<file path="src/rtl/fifo_pkg.sv">
// Shared definitions for the FIFO status logic: Gray conversions, depth
// derivation and the hysteresis state encodings.
package fifo_pkg;

   localparam int MAX_PTR_WIDTH = 32;

   typedef enum logic {
      AF_IDLE = 1'b0,
      AF_HIGH = 1'b1
   } af_state_e;

   typedef enum logic {
      AE_NORMAL = 1'b0,
      AE_LOW    = 1'b1
   } ae_state_e;

   function automatic int depth_of(input int addrWidth);
      return 2 ** (addrWidth - 1);
   endfunction

   // Narrower pointers are zero-extended; leading zeros stay zero in binary.
   function automatic logic [MAX_PTR_WIDTH-1:0] gray2bin(input logic [MAX_PTR_WIDTH-1:0] g);
      logic [MAX_PTR_WIDTH-1:0] b;
      b[MAX_PTR_WIDTH-1] = g[MAX_PTR_WIDTH-1];
      for (int i = MAX_PTR_WIDTH - 2; i >= 0; i--) begin
         b[i] = b[i+1] ^ g[i];
      end
      return b;
   endfunction

   function automatic logic [MAX_PTR_WIDTH-1:0] bin2gray(input logic [MAX_PTR_WIDTH-1:0] b);
      return b ^ (b >> 1);
   endfunction

endpackage

</file>
<file path="src/rtl/gray2bin_conv.sv">
// Combinational Gray-to-binary converter for one FIFO pointer.
module gray2bin_conv
   import fifo_pkg::*;
#(
   parameter int WIDTH = 8
) (
   input  logic [WIDTH-1:0] gray_i,
   output logic [WIDTH-1:0] bin_o
);

   logic [MAX_PTR_WIDTH-1:0] binWide;

   always_comb begin
      binWide = gray2bin(MAX_PTR_WIDTH'(gray_i));
      bin_o   = binWide[WIDTH-1:0];
   end

endmodule

</file>
<file path="src/rtl/fifo_flag_level.sv">
// Registered FIFO status generator: empty/full, hysteretic watermarks,
// fill level, peak watermark and sticky illegal-distance error.
module fifo_flag_level
   import fifo_pkg::*;
#(
   parameter int ADDR_WIDTH = 8,
   parameter int AF_SET     = (2 ** (ADDR_WIDTH - 1)) - 4,
   parameter int AF_CLR     = (2 ** (ADDR_WIDTH - 1)) - 8,
   parameter int AE_SET     = 4,
   parameter int AE_CLR     = 8
) (
   input  logic                  clk,
   input  logic                  rst,
   input  logic [ADDR_WIDTH-1:0] addr_rd,
   input  logic [ADDR_WIDTH-1:0] addr_wr,
   input  logic                  clr_stat,
   output logic                  flag_empty,
   output logic                  flag_full,
   output logic                  flag_almost_empty,
   output logic                  flag_almost_full,
   output logic [ADDR_WIDTH-1:0] level,
   output logic [ADDR_WIDTH-1:0] peak,
   output logic                  err_level
);

   localparam int DEPTH = depth_of(ADDR_WIDTH);

   localparam logic [ADDR_WIDTH-1:0] DEPTH_L  = ADDR_WIDTH'(DEPTH);
   localparam logic [ADDR_WIDTH-1:0] AF_SET_L = ADDR_WIDTH'(AF_SET);
   localparam logic [ADDR_WIDTH-1:0] AF_CLR_L = ADDR_WIDTH'(AF_CLR);
   localparam logic [ADDR_WIDTH-1:0] AE_SET_L = ADDR_WIDTH'(AE_SET);
   localparam logic [ADDR_WIDTH-1:0] AE_CLR_L = ADDR_WIDTH'(AE_CLR);

   if (!(AE_SET >= 0 && AE_SET < AE_CLR && AE_CLR <= DEPTH)) begin : g_badAe
      $error("fifo_flag_level: almost-empty thresholds out of range");
   end
   if (!(AF_CLR >= 0 && AF_CLR < AF_SET && AF_SET <= DEPTH)) begin : g_badAf
      $error("fifo_flag_level: almost-full thresholds out of range");
   end

   logic [ADDR_WIDTH-1:0] rdBin;
   logic [ADDR_WIDTH-1:0] wrBin;

   gray2bin_conv #(.WIDTH(ADDR_WIDTH)) u_rdConv (
      .gray_i (addr_rd),
      .bin_o  (rdBin)
   );

   gray2bin_conv #(.WIDTH(ADDR_WIDTH)) u_wrConv (
      .gray_i (addr_wr),
      .bin_o  (wrBin)
   );

   logic [ADDR_WIDTH-1:0] diff;
   logic                  illegal;
   logic [ADDR_WIDTH-1:0] lvl;

   logic                  empty_q, empty_d;
   logic                  full_q, full_d;
   af_state_e             afState_q, afState_d;
   ae_state_e             aeState_q, aeState_d;
   logic [ADDR_WIDTH-1:0] level_q, level_d;
   logic [ADDR_WIDTH-1:0] peak_q, peak_d;
   logic                  err_q, err_d;

   // Modulo subtraction handles pointer wrap; an out-of-range distance is
   // saturated so every downstream comparison sees a full FIFO.
   always_comb begin
      diff    = wrBin - rdBin;
      illegal = (diff > DEPTH_L);
      lvl     = illegal ? DEPTH_L : diff;
   end

   // Next-state: hysteresis resolves directly to whichever side lvl indicates,
   // and a stats clear reloads from the current sample so nothing is lost.
   always_comb begin
      empty_d   = (lvl == '0);
      full_d    = (lvl == DEPTH_L);
      level_d   = lvl;
      afState_d = afState_q;
      aeState_d = aeState_q;
      peak_d    = peak_q;
      err_d     = err_q | illegal;

      if (lvl >= AF_SET_L) begin
         afState_d = AF_HIGH;
      end else if (lvl <= AF_CLR_L) begin
         afState_d = AF_IDLE;
      end

      if (lvl <= AE_SET_L) begin
         aeState_d = AE_LOW;
      end else if (lvl >= AE_CLR_L) begin
         aeState_d = AE_NORMAL;
      end

      if (clr_stat) begin
         peak_d = lvl;
         err_d  = illegal;
      end else if (lvl > peak_q) begin
         peak_d = lvl;
      end
   end

   always_ff @(posedge clk) begin
      if (rst) begin
         empty_q   <= 1'b1;
         full_q    <= 1'b0;
         afState_q <= AF_IDLE;
         aeState_q <= AE_LOW;
         level_q   <= '0;
         peak_q    <= '0;
         err_q     <= 1'b0;
      end else begin
         empty_q   <= empty_d;
         full_q    <= full_d;
         afState_q <= afState_d;
         aeState_q <= aeState_d;
         level_q   <= level_d;
         peak_q    <= peak_d;
         err_q     <= err_d;
      end
   end

   assign flag_empty        = empty_q;
   assign flag_full         = full_q;
   assign flag_almost_empty = (aeState_q == AE_LOW);
   assign flag_almost_full  = (afState_q == AF_HIGH);
   assign level             = level_q;
   assign peak              = peak_q;
   assign err_level         = err_q;

endmodule
</file>
<file path="config.mk">
export PLATFORM = sky130hd
export DESIGN_NAME = fifo_flag_level
export DESIGN_NICKNAME = d
export VERILOG_FILES = /design/src/rtl/fifo_pkg.sv /design/src/rtl/gray2bin_conv.sv /design/src/rtl/fifo_flag_level.sv
export SDC_FILE = /design/constraint.sdc
export NUM_CORES = 1
export LEC_CHECK = 0
export ABC_AREA = 1
export BUFFER_PORTS_ARGS = -buffer_cell sky130_fd_sc_hd__buf_2
export CAP_MARGIN = 25
export CORE_MARGIN = 2
export CORE_UTILIZATION = 31
export DETAILED_ROUTE_END_ITERATION = 8
export PLACE_DENSITY = 0.49
export SLEW_MARGIN = 20
export SYNTH_ARGS = -nofsm -noshare
export SYNTH_HDL_FRONTEND = slang
export SYNTH_SLANG_ARGS = --single-unit
</file>
<file path="constraint.sdc">
create_clock -name clk -period 12.4 [get_ports clk]
set_clock_uncertainty 0.1 [all_clocks]
set_input_delay 0 -clock clk [delete_from_list [all_inputs] [get_ports clk]]
set_output_delay 0 -clock clk [all_outputs]
set_load 0.05 [all_outputs]
</file>
* Word-level counts from Yosys, hierarchy flattened
Cells that the tools add are included.
** Cells by class
- Equality and inequality tests :: 1
- Bitwise gates (word level) :: 15
- Add/subtract/negate cells :: 1
- Order comparisons :: 6
- Reduce and logical (&&, ||, !) cells :: 4
- Multiplexer cells :: 6
** Operators with widths (number)
- $mux 8 :: 3
- $xor 1x1->1 :: 14
- $eq 8x8->1 const B :: 1
- $ge 8x4->1 const B :: 1
- $ge 8x7->1 const B :: 1
- $gt 8x8->1 :: 1
- $gt 8x8->1 const B :: 1
- $le 8x3->1 const B :: 1
- $le 8x7->1 const B :: 1
- $logic_not 8->1 :: 1
- $sub 8x8->8 :: 1
- $reduce_bool 2->1 :: 2
- $mux 1 :: 3
- $reduce_or 2->1 :: 1
- $or 1x1->1 :: 1
** Word-level totals
- Input bits :: 19
- Bits in registers :: 21

* Longest topological paths before layout
Gate-level depths: netlist (run 1).
- Depth after elaboration :: 13
- Mapped depth :: 35
- Mapped depth without buffers :: 34

* Cells and area by module
A second synthesis (run 1) with hierarchy kept.
** Unflattened totals
- Cell total of the unflattened synthesis :: 291
- Area, all modules :: 1928.1 um^2
** By module, submodules not included
- fifo_flag_level :: area an instance 1472.7 um^2, cells an instance 213, sequential area each 420.4 um^2, instances 1
- gray2bin_conv :: area an instance 227.7 um^2, cells an instance 39, sequential area each 0.0 um^2, instances 2

* Least setup slack after synthesis (run 1)
No wires, ideal clock.
- Kind :: input to register
- Start :: input port addr_wr[6]
- End :: register peak_q[7], in the netlist peak[7]
- Arrival time :: 3.927 ns
- Path buffers :: 1
- Stages on the path :: 32
- Path slack :: 8.256 ns
- Data required time :: 12.183 ns
- Cell sequence :: inv_1 -> nand2_1 -> nand3_2 -> nand2_2 -> nand2_2 -> nand3_1 -> nand2_4 -> xor2_1 -> xor2_1 -> xnor2_1 -> ha_1 -> fa_1 -> xnor2_1 -> or2_2 -> nor2_1 -> nand2_1 -> nor2_2 -> nand2_2 -> nand2_4 -> nand2_4 -> inv_1 -> ha_1 -> nand2_1 -> o21ai_0 -> a21oi_1 -> o211ai_1 -> o41ai_1 -> nand2_1 -> clkbuf_1 -> nand2_1 -> o211ai_1 -> inv_1
** Between the ends
- Longest elaborated chain between the ends :: 12
- Elaborated cells on any way between the ends :: 14
- Those cells by class :: add/sub: 1; order compare: 2; mux: 3; bitwise: 7; reduce/logical: 1
** Ends and longest elaborated chain
- start, declared :: line fifo_flag_level.sv:15 : input logic [ADDR_WIDTH-1:0] addr_wr,
- $xor 1x1->1 (*) :: line fifo_pkg.sv:26 : b[i] = b[i+1] ^ g[i];
- $xor 1x1->1 (6 in series) :: line fifo_pkg.sv:26
- $sub 8x8->8 (*) :: line fifo_flag_level.sv:69 : diff = wrBin - rdBin;
- $gt 8x8->1 :: line fifo_flag_level.sv:70 : illegal = (diff > DEPTH_L);
- $mux 8 (*) :: line fifo_flag_level.sv:71 : lvl = illegal ? DEPTH_L : diff;
- named net level_d[2] :: line fifo_flag_level.sv:62 : logic [ADDR_WIDTH-1:0] level_q, level_d;
- $gt 8x8->1 (*) :: line fifo_flag_level.sv:100 : end else if (lvl > peak_q) begin
- $reduce_bool 2->1 (no source line) (*)
- end signal, assigned :: line fifo_flag_level.sv:120 : peak_q <= peak_d;
- end, declared :: line fifo_flag_level.sv:63 : logic [ADDR_WIDTH-1:0] peak_q, peak_d;
Mark *: on every way through the listed nets, which the timed path passes. The rest lies on a longest branch. The select of a mux whose other input is x is not followed.
A chain may end at the register's enable or synchronous reset.

* Worst setup path in the final report (run 1)
- Start :: input port addr_wr[6]
- End :: register peak_q[0], in the netlist peak[0]
Same word-level chain as after synthesis.

==> results of run 1 <==
[metrics by stage]
stage	cells	worst slack (ns)	hold WS, ns	util	instance area, um2
after global routing	367	7.47	0.318	0.386	2140
after floorplan	252	8.26	0.0670	-	1790
final	367	8.01	0.232	0.386	2140
after global placement	360	7.78	0.197	0.372	2060
after detailed placement	360	7.69	0.188	0.372	2060
after CTS	367	7.95	0.251	0.386	2140
[synth_stat cells, drive strengths merged]
master   n  area [um2]
a21oi   14        70.1
and2     2        12.5
buf      1        5.00
clkbuf   2        7.51
clkinv   1        5.00
dfxtp   21         420
fa       1        20.0
ha      14         175
inv     47         176
nand2   79         438
nand3   22         160
nand3b   2        15.0
nand4    4        31.3
nor2    19        86.3
nor3     1        10.0
o211ai   2        15.0
o21ai    8        40.0
o21bai   1        7.51
o41ai    1        8.76
or2      2        12.5
xnor2    3        26.3
xor2     5        43.8
[worst paths after layout]
check | startpoint | endpoint | slack (ns)
worst max-delay path | addr_wr[6] | peak[0] | 8.01
worst max register to register | peak[3] | peak[0] | 10.23
worst min register to register | peak[7] | peak[7] | 0.44
worst min-delay path | addr_wr[7] | level[7] | 0.23
[final cells by class]
type                       count  share of cell area
multi-input combinational    180               0.549
sequential                    21               0.197
timing repair buffer          42               0.105
inverter                      48              0.0849
tap                           72              0.0422
clock buffer                   3              0.0193
clock inverter                 1             0.00234
[cell families (layout without fill, tap and decap cells)]
logic type | Yosys count | count (layout)
simple gates | 131 | 131
compound gates | 26 | 26
xor+xnor | 8 | 8
fa+ha+maj | 15 | 15
flops | 21 | 21
buf+inv | 51 | 94
[per-layer routing]
| metal | global-route usage | up-vias | routed length [um] |
|---|---|---|---|
| met5 | 0 | - | 0 |
| met4 | 0.0458 | 0 | 70 |
| met3 | 0.0147 | 7 | 166 |
| met2 | 0.197 | 37 | 1700 |
| met1 | 0.151 | 700 | 1660 |
| li1 | - | 868 | - |
[report_power, final]
part	switching [W]	internal [W]	leakage [nW]
logic	0.000202	0.0000886	0.989
clock network	0.0000226	0.0000224	0.0255
registers	0.0000105	0.0000875	0.174
total	0.000235	0.000198	1.19
[flip-flops by register name, summed over array words and instances, names as in the netlist]
| register | flops |
|---|---|
| err_level | 1 |
| level | 8 |
| flag_full | 1 |
| flag_empty | 1 |
| flag_almost_empty | 1 |
| peak | 8 |
| flag_almost_full | 1 |
[timing repair]
action | in CTS | in global routing
hold endpoints to repair | 9 | 0
hold buffers | 3 | 0
buffers inserted | 0 | 0
[critical path: cells and delay by family]
kind,cells,cell delay [ns]
buf+inv,3,0.24
simple gates,15,1.75
compound gates,6,0.72
xor+xnor,4,0.88
fa+ha+maj,3,0.84
==> metrics.yaml, run 1 <==
multiInputGateArea_um2: 1170
drt-initial-drc-count: 30
hold_depth: 5
vias: 1612
syn_nets: 286
slew_headroom: 0.698
areaGrowthSynthToFinish_pct: 19.5
fillerInstances: 611
synth_mux_area_frac: 0
worst_pin_slew_ns: 0.452
required_ns: 12.44
wirelength_um: 3600
setup_violations: 0
wire_per_inst_um: 9.81
syn_avg_cell_area_um2: 7.09
critical_path.max_stage_delay_ns: 0.40
worstSetupPathType: "input pin to flop"
design.die.area_um2: 6390
ios: 40
grt_max_degree: 17
period_share: 0.354
critical_path.most_common_cell: "nand2_1"
rows: 27
hold_viol: 0
cp.arrival_ns: 4.42
finalPower_w: 0.000434
first_pass_iters: 4
grt_pass1_vias: 1393
syn_area_um2: 1790
ant_nets: 0
grt_first_pass_wirelength_um: 6040
nNetsFinal: 330
min_period_ns: 4.39
p_leak_nw: 1.19
powerDensity_nw_per_um2: 203
cts_resized: 0
maxCapViolations: 0
worst_path_max_delay_cell: "fa_1"
core_area_um2: 5540
grt-ovfl-total: 0
die_y_um: 79.9
cp-end-kind: "flop"
insertion_delay_ns: 0.26
antenna_found_initial: 0
status: "finished, final reports clean"
yosysWarningCount: 0
post_drt_via_cell_ratio: 4.39
regArea_um2: 420
reg2reg_depth: 10
clock_sinks: 21
cts_htree_levels: 1
syn-instance-count: 252
fp.dieW_um: 79.9
ys_ff_latch: 21
synth-adder-area-share: 0.109
synth_top_family_by_area: "simple AND/OR/NAND/NOR gates"
cts_tree: "built"
cts_inserted_buffers: 3
yosysUniqueCellTypes: 30
globalRouteTotalUtil: 0.117
port_buffers: 39
start_util: 0.322
synth_compound_area_frac: 0.0791
place_congestion: 0.832
seq_area_frac_synth: 0.235
synth_simple_gate_area_frac: 0.429
clock.fmax_mhz: 228
yosys.area_share.xor_xnor: 0.0392
clkTransAtPathRegs_ns: 0.08
root_buffer: "clkbuf_8"
mostFrequentLayoutCells: "nand2_1, inv_1, buf_2"
finalMaxSlewViolations: 0
hp-class: "input pin to flop"
layout-drive-gt1-share: 0.353
setup_tns_ns: 0
place_hpwl_um: 3140
layout_commonest_cell: "nand2_1"
clockBufferDepth: 2
rsz0062_at_grt: "false"
crit_fanout: 16
ir_drop_mv: 0.0796
cp-start-kind: "input pin"
insertedDiodeCount: 0
drcViolationCount: 0
No activity file was read; power rests on OpenSTA's default activity.
==> run 2: changes to the inputs <==
==> constraint.sdc (replaced) <==
create_clock -name clk -period 4.27 [get_ports clk]
set_clock_uncertainty 0.1 [all_clocks]
set_input_delay 0 -clock clk [delete_from_list [all_inputs] [get_ports clk]]
set_output_delay 0 -clock clk [all_outputs]
set_load 0.05 [all_outputs]
==> run 2 against run 1 <==
  * Die area unchanged
  * Clock-buffer cell count unchanged
  * Core utilization increased by 3.7 points
  * Via count increased by 4.8%
  * Final area increased by 9.7%
  * Critical path depth increased by 2
  * Sequential cell count unchanged
  * Register-to-register slack got worse by 8.1 ns
  * Worst setup slack got worse by 7.7 ns
==> metrics.yaml, run 2 (synthesis results as in run 1) <==
cp-start-kind: "input pin"  # unchanged
grt-ovfl-total: 0  # unchanged
clkTransAtPathRegs_ns: 0.08  # about the same
status: "finished, final reports clean"  # unchanged
ir_drop_mv: 0.321  # was 0.0796 mV
swShare: 0.523  # was 0.542
critical_path.max_stage_delay_ns: 0.52  # was 0.40 ns
rows: 27  # unchanged
internal-power_w: 0.000685  # was 0.000198 W
finalMaxSlewViolations: 0  # unchanged
antenna_found_initial: 0  # unchanged
vias: 1690  # was 1612
hold_viol: 0  # unchanged
cts_htree_levels: 1  # unchanged
period_share: 0.930
drt-initial-drc-count: 65  # was 30
cts_tree: "built"  # unchanged
grt_max_degree: 17  # unchanged
grt_first_pass_wirelength_um: 6310  # was 6040 um
power_switching_w: 0.000751  # was 0.000235 W
hp-class: "input pin to flop"  # unchanged
combPwrFrac: 0.707  # was 0.670
drcViolationCount: 0  # unchanged
die_y_um: 79.9  # unchanged
multiInputGateArea_um2: 1250  # was 1170 um2
place_congestion: 0.771  # was 0.832
worstSetupPathType: "input pin to flop"  # unchanged
nNetsFinal: 345  # was 330
fin_area_um2: 2340  # was 2140 um2
powerDensity_nw_per_um2: 613  # was 203 nW/um2
start_util: 0.322  # unchanged
port_buffers: 39  # unchanged
first_pass_iters: 4  # unchanged
cp-end-kind: "flop"  # unchanged
insertion_delay_ns: 0.26  # about the same
ant_nets: 0  # unchanged
core_area_um2: 5540  # unchanged
crit_fanout: 8  # was 16
setup_violations: 0  # unchanged
maxCapViolations: 0  # unchanged
grt_pass1_vias: 1479  # was 1393
clock.fmax_mhz: 252
clockBufferDepth: 2  # unchanged
fillerInstances: 598  # was 611
post_drt_via_cell_ratio: 4.42  # was 4.39
dpl_cell_area_um2: 2110  # was 2060 um2
r2r_slack_ns: 2.12  # was 10.23 ns
finalWorstSetupSlack_ns: 0.300  # was 8.01 ns
min_period_ns: 3.97
post-place-ws_ns: -0.0412  # was 7.69 ns
fp.dieW_um: 79.9  # unchanged
mostFrequentLayoutCells: "nand2_1, inv_1, buf_2"  # unchanged
slew_headroom: 0.730  # was 0.698
worst_pin_slew_ns: 0.404  # was 0.452 ns
design.die.area_um2: 6390  # unchanged
cts_inserted_buffers: 3  # unchanged
areaGrowthSynthToFinish_pct: 31.1  # was 19.5%
seqPwrFrac: 0.200  # was 0.226
required_ns: 4.32  # was 12.44 ns
p_leak_nw: 1.27  # was 1.19 nW
clockPowerShare: 0.093  # was 0.104
insertedDiodeCount: 0  # unchanged
regArea_um2: 420  # unchanged
layout-drive-gt1-share: 0.432  # was 0.353
root_buffer: "clkbuf_8"  # unchanged
place_hpwl_um: 3150  # was 3140 um
ios: 40  # unchanged
wire_per_inst_um: 10.3  # was 9.81 um
cp.arrival_ns: 4.02  # was 4.42 ns
clock_sinks: 21  # unchanged
layout_commonest_cell: "nand2_1"  # unchanged
globalRouteTotalUtil: 0.123  # was 0.117
finalPower_w: 0.00144  # was 0.000434 W
wirelength_um: 3950  # was 3600 um
worst_path_max_delay_cell: "fa_2"  # was fa_1
run 2: metrics by stage:
stage	TNS [ns]	utilization	hold WS, ns	std cells
floorplan	0	-	0.0670	252
global placement	0	0.381	0.234	367
detailed placement	-0.243	0.381	0.200	367
CTS	0	0.395	0.243	374
global route	-0.125	0.423	0.294	382
finish	0	0.423	0.227	382
run 2: final cells by class:
type                    instances  share of cell area
flip-flops and latches         21               0.179
inverters                      48              0.0775
multi-input cells             180               0.536
clock buffers                   3              0.0176
well taps                      72              0.0385
clock inverters                 1             0.00214
repair buffers                 57               0.149
run 2: power by group through the flow:
stage | Clock (W) | Sequential (W) | Combinational (W)
finish | 0.000134 | 0.000287 | 0.00101
floorplan | 0 | 0.000488 | 0.000484
global route | 0.000147 | 0.000294 | 0.00113
detailed placement | 0 | 0.000291 | 0.000887
CTS | 0.000139 | 0.000286 | 0.000893
global placement | 0 | 0.000290 | 0.000883
run 2: final timing paths:
path,start,end,cells past startpoint
worst max-delay path,addr_rd[7],peak[0],33
worst min-delay path,addr_wr[7],level[7],5
worst max register to register,peak[1],peak[0],14
worst min register to register,peak[7],peak[7],2
run 2: routing by layer:
layer / share of wire / GRT usage / vias to the layer above
li1: - / - / 904
met1: 0.46 / 0.156 / 746
met2: 0.49 / 0.211 / 36
met3: 0.032 / 0.0147 / 4
met4: 0.013 / 0.0458 / 0
met5: 0 / 0 / -
run 2: what timing repair did:
item,in CTS,in global routing
hold buffers,3,0
buffers inserted,0,8
endpoints found under the hold margin,10,0
resized for setup,0,28
setup endpoints to repair,0,8
run 2: worst max-delay path, delay by kind of cell:
family	cells	cell delay, ns
compound gates	6	0.58
xor+xnor	3	0.54
fa+ha+maj	3	0.96
buf+inv	5	0.49
simple gates	16	1.44
==> run 3: changes to the inputs <==
--- a/config.mk
+++ b/config.mk
@@ -8,7 +8,6 @@
 export ABC_AREA = 1
 export BUFFER_PORTS_ARGS = -buffer_cell sky130_fd_sc_hd__buf_2
 export CAP_MARGIN = 25
-export CORE_MARGIN = 2
 export CORE_UTILIZATION = 31
 export DETAILED_ROUTE_END_ITERATION = 8
 export PLACE_DENSITY = 0.49
==> run 3 against run 2 <==
  * Routed wire length fell by 8.1%
  * Register-to-register slack improved by 0.10 ns
  * Global-route usage decreased by 0.17 points
  * Final area shrank 2.0%
  * Worst hold slack worse by 0.021 ns
  * Largest power group unchanged
==> metrics.yaml, run 3 (synthesis results as in run 1) <==
gr-max-usage-layer: "met2"  # unchanged
post-place-ws_ns: -0.0736  # was -0.0412 ns
setup_tns_ns: 0  # unchanged
use_met3: 0.0165  # was 0.0147
cts_tree: "built"  # unchanged
worstSetupPathType: "input pin to flop"  # unchanged
antenna_found_initial: 0  # unchanged
regArea_um2: 420  # unchanged
ant_nets: 0  # unchanged
critical_path.max_stage_delay_ns: 0.55  # was 0.52 ns
cp-start-kind: "input pin"  # unchanged
use_met1: 0.153  # was 0.156
reg2reg_depth: 11  # was 14
clockPowerShare: 0.092  # was 0.093
drcViolationCount: 0  # unchanged
finalWorstSetupSlack_ns: 0.299  # was 0.300 ns
root_buffer: "clkbuf_8"  # unchanged
use_met2: 0.208  # was 0.211
insertion_delay_ns: 0.26  # about the same
insertedDiodeCount: 0  # unchanged
finalPower_w: 0.00138  # was 0.00144 W
vias: 1665  # was 1690
min_period_ns: 3.97  # about the same
fillerInstances: 580  # was 598
wirelength_um: 3630  # was 3950 um
areaGrowthSynthToFinish_pct: 28.5  # was 31.1%
layout_commonest_cell: "nand2_1"  # unchanged
nNetsFinal: 342  # was 345
worst_pin_slew_ns: 0.317  # was 0.404 ns
rows: 27  # unchanged
slew_headroom: 0.789  # was 0.730
seqPwrFrac: 0.206  # was 0.200
grt_max_degree: 17  # unchanged
multiInputGateArea_um2: 1230  # was 1250 um2
p_leak_nw: 1.26  # was 1.27 nW
ios: 40  # unchanged
combPwrFrac: 0.701  # was 0.707
finalMaxSlewViolations: 0  # unchanged
clock.fmax_mhz: 252  # about the same
grt_pass1_vias: 1426  # was 1479
cts_htree_levels: 1  # unchanged
cts_inserted_buffers: 3  # unchanged
period_share: 0.930  # about the same
hold_viol: 0  # unchanged
post_drt_via_cell_ratio: 4.39  # was 4.42
core_area_um2: 5540  # unchanged
place_hpwl_um: 3000  # was 3150 um
cp.arrival_ns: 4.02  # about the same
clkTransAtPathRegs_ns: 0.07  # was 0.08 ns
status: "finished, final reports clean"  # unchanged
required_ns: 4.32  # about the same
power_switching_w: 0.000719  # was 0.000751 W
globalRouteTotalUtil: 0.121  # was 0.123
ir_drop_mv: 0.282  # was 0.321 mV
first_pass_iters: 4  # unchanged
drt-initial-drc-count: 33  # was 65
clock_sinks: 21  # unchanged
place_congestion: 0.722  # was 0.771
mostFrequentLayoutCells: "nand2_1, inv_1, buf_2"  # unchanged
internal-power_w: 0.000659  # was 0.000685 W
fp.dieW_um: 77.9  # was 79.9 um
numPlacedInstances: 367  # unchanged
design.die.area_um2: 6070  # was 6390 um2
hold_depth: 5  # unchanged
setup_violations: 0  # unchanged
port_buffers: 39  # unchanged
maxCapViolations: 0  # unchanged
hold_slack_ns: 0.206  # was 0.227 ns
clockBufferDepth: 2  # unchanged
grt_first_pass_wirelength_um: 5990  # was 6310 um
powerDensity_nw_per_um2: 600  # was 613 nW/um2
final_cells: 379  # was 382
layout-drive-gt1-share: 0.410  # was 0.432
start_util: 0.322  # unchanged
hp-class: "input pin to flop"  # unchanged
swShare: 0.522  # was 0.523
wire_per_inst_um: 9.58  # was 10.3 um
grt-ovfl-total: 0  # unchanged
worst_path_max_delay_cell: "fa_2"  # unchanged
die_y_um: 77.9  # was 79.9 um
crit_fanout: 8  # unchanged
cp-end-kind: "flop"  # unchanged
run 3: changes by cell type in the layout (fill, tap and decap cells not counted):
cell     delta
o21ai_2     -2
nand4_2     +1
o21ai_0     +2
buf_6       -1
nor2_1      +2
buf_2       -2
a21oi_2     -1
nand4_4     -1
nor2_2      -2
a21oi_1     +1
run 3: routing by layer:
metal | up-vias | wire length (um)
li1 | 897 | -
met3 | 4 | 114
met1 | 736 | 1660
met4 | 0 | 72
met2 | 28 | 1780
met5 | - | 0
run 3: power groups by stage:
stage	registers [W]	clock network (W)	logic, W
3_5_place_dp	0.000288	0	0.000885
6_report	0.000284	0.000127	0.000967
3_3_place_gp	0.000289	0	0.000877
2_1_floorplan	0.000488	0	0.000484
5_1_grt	0.000289	0.000139	0.00108
4_1_cts	0.000284	0.000131	0.000891
run 3: per-stage QoR:
step	area (um2)	util
global route	2300	0.414
detailed placement	2110	0.381
floorplan	1790	-
finish	2300	0.414
CTS	2190	0.395
global placement	2110	0.381
run 3: critical path: cells and delay by family:
family / cells / cell delay (ns)
xor gates and xnor gates: 3 / 0.54
AOI/OAI and AO/OA: 5 / 0.55
and+or+nand+nor: 16 / 1.53
buffers and inverters: 5 / 0.44
adders and majority gates: 3 / 0.98
run 3: what timing repair did:
action | in CTS | in global routing
endpoints found under the setup margin | 0 | 8
hold buffers | 3 | 0
hold endpoints to repair | 10 | 0
gates resized for setup | 0 | 19
buffers inserted | 0 | 4
run 3: final timing paths:
kind	start	slack (ns)	to
hold / removal	addr_rd[7]	0.21	level[7]
setup reg to reg	peak[3]	2.22	peak[7]
hold reg to reg	peak[7]	0.43	peak[7]
setup / recovery	addr_rd[6]	0.30	peak[7]
run 3: layout make-up:
cell class                 instances  area share
clock buffer                       3      0.0180
clock inverter                     1     0.00218
inverter                          48      0.0790
multi-input combinational        180       0.536
sequential                        21       0.183
tap                               72      0.0392
timing repair buffer              54       0.143
